### config.mk
export PLATFORM = sky130hd
export DESIGN_NAME = fir_core
export DESIGN_NICKNAME = d
export VERILOG_FILES = /design/src/rtl/fir_core.sv
export SDC_FILE = /design/constraint.sdc
export NUM_CORES = 1
export LEC_CHECK = 0
export ABC_AREA = 1
export BUFFER_PORTS_ARGS = -buffer_cell sky130_fd_sc_hd__buf_2
export CORE_MARGIN = 2
export CORE_UTILIZATION = 50
export CTS_BUF_LIST = sky130_fd_sc_hd__clkbuf_16
export DETAILED_ROUTE_END_ITERATION = 12
export PLACE_DENSITY_LB_ADDON = 0.05
export SYNTH_ARGS = -nofsm -noshare
export SYNTH_HDL_FRONTEND = slang
export SYNTH_SLANG_ARGS = --single-unit
### constraint.sdc
create_clock -name clk -period 9.25 [get_ports clk]
set_input_delay 0.925 -clock clk [delete_from_list [all_inputs] [get_ports clk]]
set_output_delay 0.925 -clock clk [all_outputs]
set_load 0.02 [all_outputs]
### src/rtl/fir_core.sv
// 8-tap sequential FIR: one multiply-accumulate per cycle, result held until the CSR reads it.
// Define FIR_SAT_EN to clamp overflowing sums to all-ones instead of wrapping modulo 2^18.
module fir_core #(
    parameter int TAPS = 8,
    parameter int DW   = 8,
    parameter int CW   = 8,
    parameter int OW   = 18
) (
    input  logic          clk,
    input  logic          rst,
    input  logic          sample_valid,
    input  logic [DW-1:0] sample_in,
    output logic          sample_ready,
    input  logic [CW-1:0] coef0,
    input  logic [CW-1:0] coef1,
    input  logic [CW-1:0] coef2,
    input  logic [CW-1:0] coef3,
    input  logic [CW-1:0] coef4,
    input  logic [CW-1:0] coef5,
    input  logic [CW-1:0] coef6,
    input  logic [CW-1:0] coef7,
    input  logic          control,
    output logic [OW-1:0] dout,
    output logic          dout_valid,
    output logic          status
);

    localparam int PW = DW + CW;
    localparam int AW = PW + 3;
    localparam int IW = $clog2(TAPS);

    typedef enum logic [1:0] {
        IDLE,
        MAC,
        DONE
    } state_t;

    state_t        r_state;
    state_t        w_nextState;

    logic [DW-1:0] r_x [TAPS];
    logic [AW-1:0] r_acc;
    logic [IW-1:0] r_idx;
    logic [OW-1:0] r_dout;
    logic          r_doutValid;

    logic [CW-1:0] w_coef [TAPS];
    logic [PW-1:0] w_prod;
    logic [AW-1:0] w_sum;
    logic [OW-1:0] w_result;
    logic          w_lastTap;

    assign w_coef[0] = coef0;
    assign w_coef[1] = coef1;
    assign w_coef[2] = coef2;
    assign w_coef[3] = coef3;
    assign w_coef[4] = coef4;
    assign w_coef[5] = coef5;
    assign w_coef[6] = coef6;
    assign w_coef[7] = coef7;

    assign w_prod    = PW'(r_x[r_idx]) * PW'(w_coef[r_idx]);
    assign w_sum     = r_acc + AW'(w_prod);
    assign w_lastTap = (r_idx == IW'(TAPS - 1));

`ifdef FIR_SAT_EN
    assign w_result = w_sum[AW-1] ? {OW{1'b1}} : w_sum[OW-1:0];
`else
    assign w_result = w_sum[OW-1:0];
`endif

    assign dout       = r_dout;
    assign dout_valid = r_doutValid;

    always_ff @(posedge clk) begin
        if (rst) begin
            r_state <= IDLE;
        end else begin
            r_state <= w_nextState;
        end
    end

    // In DONE the read strobe wins over a waiting sample; the sample is taken next cycle in IDLE.
    always_comb begin
        w_nextState  = r_state;
        status       = 1'b1;
        sample_ready = 1'b0;
        unique case (r_state)
            IDLE: begin
                sample_ready = 1'b1;
                if (sample_valid) begin
                    w_nextState = MAC;
                end
            end
            MAC: begin
                status = 1'b0;
                if (w_lastTap) begin
                    w_nextState = DONE;
                end
            end
            DONE: begin
                if (control) begin
                    w_nextState = IDLE;
                end
            end
            default: w_nextState = IDLE;
        endcase
    end

    always_ff @(posedge clk) begin
        if (rst) begin
            for (int k = 0; k < TAPS; k++) begin
                r_x[k] <= '0;
            end
            r_acc       <= '0;
            r_idx       <= '0;
            r_dout      <= '0;
            r_doutValid <= 1'b0;
        end else begin
            unique case (r_state)
                IDLE: begin
                    if (sample_valid) begin
                        for (int k = TAPS - 1; k > 0; k--) begin
                            r_x[k] <= r_x[k-1];
                        end
                        r_x[0] <= sample_in;
                        r_acc  <= '0;
                        r_idx  <= '0;
                    end
                end
                MAC: begin
                    r_acc <= w_sum;
                    r_idx <= r_idx + 1'b1;
                    if (w_lastTap) begin
                        r_dout      <= w_result;
                        r_doutValid <= 1'b1;
                    end
                end
                DONE: begin
                    if (control) begin
                        r_doutValid <= 1'b0;
                    end
                end
                default: ;
            endcase
        end
    end

endmodule

==> impl_summary.txt <==
----------------------------------------------------
[Critical path]
  Crit path max-delay cell type ... sky130_fd_sc_hd__dfxtp_1
  Maximum fanout encountered on the critical timing path ... 33
  Setup crit end kind ... register
  Data arrival, critical path ... 6.16 ns
  Delay of the slowest critical-path stage ... 0.95 ns
  Most numerous cell on the critical path ... sky130_fd_sc_hd__nand2_1
  Reg2Reg Setup Slack ... 3.35 ns
  Worst setup path category ... register to register
  Path depth of the worst reg2reg path ... 25
  Worst setup SP type ... register
  Worst reg2reg endpoint ... dout[17]
  Data required time of the worst path ... 9.51 ns

[GRT]
  Maximum number of pins on one net before global-route repair ... 65
  Final global-route overflow total ... 0
  Via count of the first global-routing pass ... 5849
  Global-route wire length before repair ... 29400 um
  Antenna violations before repair ... 0
  Global router's overall resource usage ... 22.2%

[Placed design]
  Number of input and output port buffers inserted ... 96
  Placed wire-length estimate ... 13500 um
  Dpl cells ... 1326
  Placer's final routability congestion estimate ... 0.880

[Final layout]
  Filler Cell Count ... 1532
  Area added between synthesis and finish ... 11.6%
  Layout cells sized above 1 ... 13.2%
  Cell Count, Final, Fillers Out ... 1342
  Antenna diodes ... 0
  Total Nets Final ... 1289

[STA]
  Final setup TNS ... 0 ns
  Fin. max-slew vios ... 0
  Post-route clock period utilization ... 63.8%
  Final setup viols ... 0
  Worst setup skew after layout ... 0.0171 ns
  Transition time at the pin with the least slew margin ... 0.961 ns
  Final hold viol count ... 0
  Unrepaired setup endpoints after global routing ... false
  Slew margin rel. ... 35.8%
  Fmax achieved ... 169 MHz
  Post-layout minimum cycle time ... 5.90 ns
  Final hold slack ... 0.466 ns

[Outcome]
  Run status ... complete, no violations

[Die]
  Die span in x ... 131 um
  Area of the core ... 0.0158 mm2
  Initial core utilization ... 50.9%
  Core Rows ... 46
  Count of boundary I/O pins ... 97
  Die outline area ... 0.0171 mm2
  Height of the chip ... 131 um

[Run]
  Max-capacitance violation count ... 0

[Pwr]
  Leakage ... 0.00447 uW
  Switching power ... 1100 uW
  Proportion of power drawn by combinational gates ... 58.0%
  Peak supply drop ... 167 uV
  Power per cell area ... 263 mW/mm2
  Sw Ratio ... 46.6%
  Cell-internal power ... 1260 uW
  Power share of the sequential group ... 24.4%
  Clock Power Share ... 17.6%

[Clock tree]
  CTS tree ... built
  Count of buffers added by post-CTS timing repair for setup ... 0
  H-Tree Depth ... 3
  Number of buffers between clock root and the deepest sink ... 2
  Count of hold buffers inserted by post-cts repair ... 0
  Number of clock sinks ... 109
  Inserted Clock Buffers ... 9
  Clock Pin Slew Worst Setup and Hold Paths ... 0.08 ns
  Clock Latency Late Sink ... 0.37 ns
  Post-CTS Resized ... 0
  CTS root buf ... sky130_fd_sc_hd__clkbuf_16

[Synthesis]
  Post-Syn Area per Cell ... 7.69 um2
  Number of standard cells after synthesis ... 1047
  Dominant cell by count in the synthesized netlist ... sky130_fd_sc_hd__inv_1
  Post-synth top flop ... sky130_fd_sc_hd__edfxtp_1
  Cell types with the highest counts after synthesis ... sky130_fd_sc_hd__inv_1, sky130_fd_sc_hd__nand2_1, sky130_fd_sc_hd__nor2_1
  Post-Synthesis Net Count ... 1215
  Number of library cell types mapped by synthesis ... 32
  Synth top area share ... 23.9%
  Share of async-settable or async-resettable flops after synthesis ... 0%
  Number of synthesized register bits ... 109
  Total number of yosys warnings ... 0
  Most area-consuming cells after synthesis ... sky130_fd_sc_hd__edfxtp_1, sky130_fd_sc_hd__fa_1, sky130_fd_sc_hd__dfxtp_1, sky130_fd_sc_hd__inv_1, sky130_fd_sc_hd__nand2_1
  Post-synthesis cell type with the largest combined area ... sky130_fd_sc_hd__edfxtp_1
  Sequential area share after synthesis ... 35.1%
  Mapped cell area ... 0.00805 mm2
  Post-synth EDFFs ... 64

[Hold path]
  End point of the most critical hold path ... dout[2]
  Hold Path Cell Cnt ... 2
  Hold Path Origin ... dout[2]
  Hold Crit Class ... register to register

[Detailed routing]
  Remaining antenna violation count after routing ... 0
  Ratio of routed vias to standard cells ... 4.75
  Number of search-and-repair iterations in the first detailed-routing pass ... 5
  Avg WL per Cell ... 13.5 um
  Routed Wire Length ... 18100 um
  Number of remaining DRC errors ... 0
  Initial detailed-routing violation count ... 555
  Overall via count from detail_route ... 6369

----------------------------------------------------
registers in the layout, summed over array words and instances, names as in the netlist, named ones only:
register	cells
dout_valid	1
r_idx	3
r_x	64
dout	18
r_acc	18
r_state	2
worst max-delay path by stage:
stage / startpoint / end / slack [ns] / cells past startpoint
global placement: register / dout[16] / 3.42 / 25
global route: register / dout[17] / 2.76 / 25
finish: register / dout[17] / 3.35 / 25
CTS: register / dout[17] / 3.31 / 25
detailed placement: register / dout[16] / 3.32 / 25
floorplan: coef0[6] / dout[16] / 4.49 / 21
logic make-up (layout without fill, tap and decap cells):
family | Yosys count | in the layout | synth area share, %
AOI/OAI and AO/OA | 173 | 173 | 12.5
xor gates and xnor gates | 7 | 7 | 0.761
adders and majority gates | 92 | 92 | 19.0
buffers and inverters | 280 | 359 | 13.5
DFF | 109 | 109 | 35.1
muxes | 8 | 8 | 0.995
and+or+nand+nor | 378 | 378 | 18.3
placed cells by master, fill, tap and decap left out, drive strengths merged, types with 2 or more instances in the layout:
cell type,count
a21oi,70
buf,101
clkbuf,9
clkinv,3
dfxtp,45
edfxtp,64
fa,50
ha,42
inv,245
mux2i,8
nand2,206
nand3,19
nand3b,3
nand4,3
nor2,147
o21a,5
o21ai,74
o21bai,6
o22ai,8
o32ai,8
xnor2,2
xor2,5
per-layer routing:
layer,share of wire (%),up-vias,wire [um],track usage [%]
met5,0,-,0,0
met4,0.86,0,155,4.63
met3,5.9,14,1070,4.07
met2,39,170,7030,31.0
met1,54,2809,9800,35.6
li1,-,3376,-,-
stage by stage:
step | power (uW) | utilization (%) | area (um2) | setup slack [ns]
after floorplan | 1630 | - | 8050 | 4.49
after global placement | 1960 | 54.8 | 8670 | 3.42
after detailed placement | 1940 | 54.8 | 8670 | 3.32
after CTS | 2380 | 56.8 | 8980 | 3.31
after global routing | 2620 | 56.8 | 8980 | 2.76
final | 2360 | 56.8 | 8980 | 3.35
worst max-delay path: cells and delay by family, from the launching register on:
family | cells | cell delay (ns)
DFF | 1 | 0.95
buffers and inverters | 7 | 0.83
AOI/OAI and AO/OA | 4 | 0.74
adders and majority gates | 5 | 2.44
and+or+nand+nor | 9 | 0.81
final cells by class:
cell class / instances / area (um2) / share of cell area (%)
Clock inverter: 7 / 88.8 / 0.989
Timing Repair Buffer: 101 / 518 / 5.77
Clock buffer: 9 / 225 / 2.51
Multi-Input combinational cell: 658 / 4150 / 46.2
Inverter: 242 / 908 / 10.1
Tap cell: 216 / 270 / 3.01
Sequential cell: 109 / 2820 / 31.4
power groups by stage:
| stage | clock [uW] | sequential [uW] | combinational (uW) |
|---|---|---|---|
| global route | 438 | 581 | 1600 |
| finish | 415 | 577 | 1370 |
| CTS | 422 | 577 | 1380 |
| global placement | 0 | 587 | 1370 |
| detailed placement | 0 | 588 | 1360 |
| floorplan | 0 | 578 | 1050 |
Note: power is estimated with default switching activity, not from simulation.
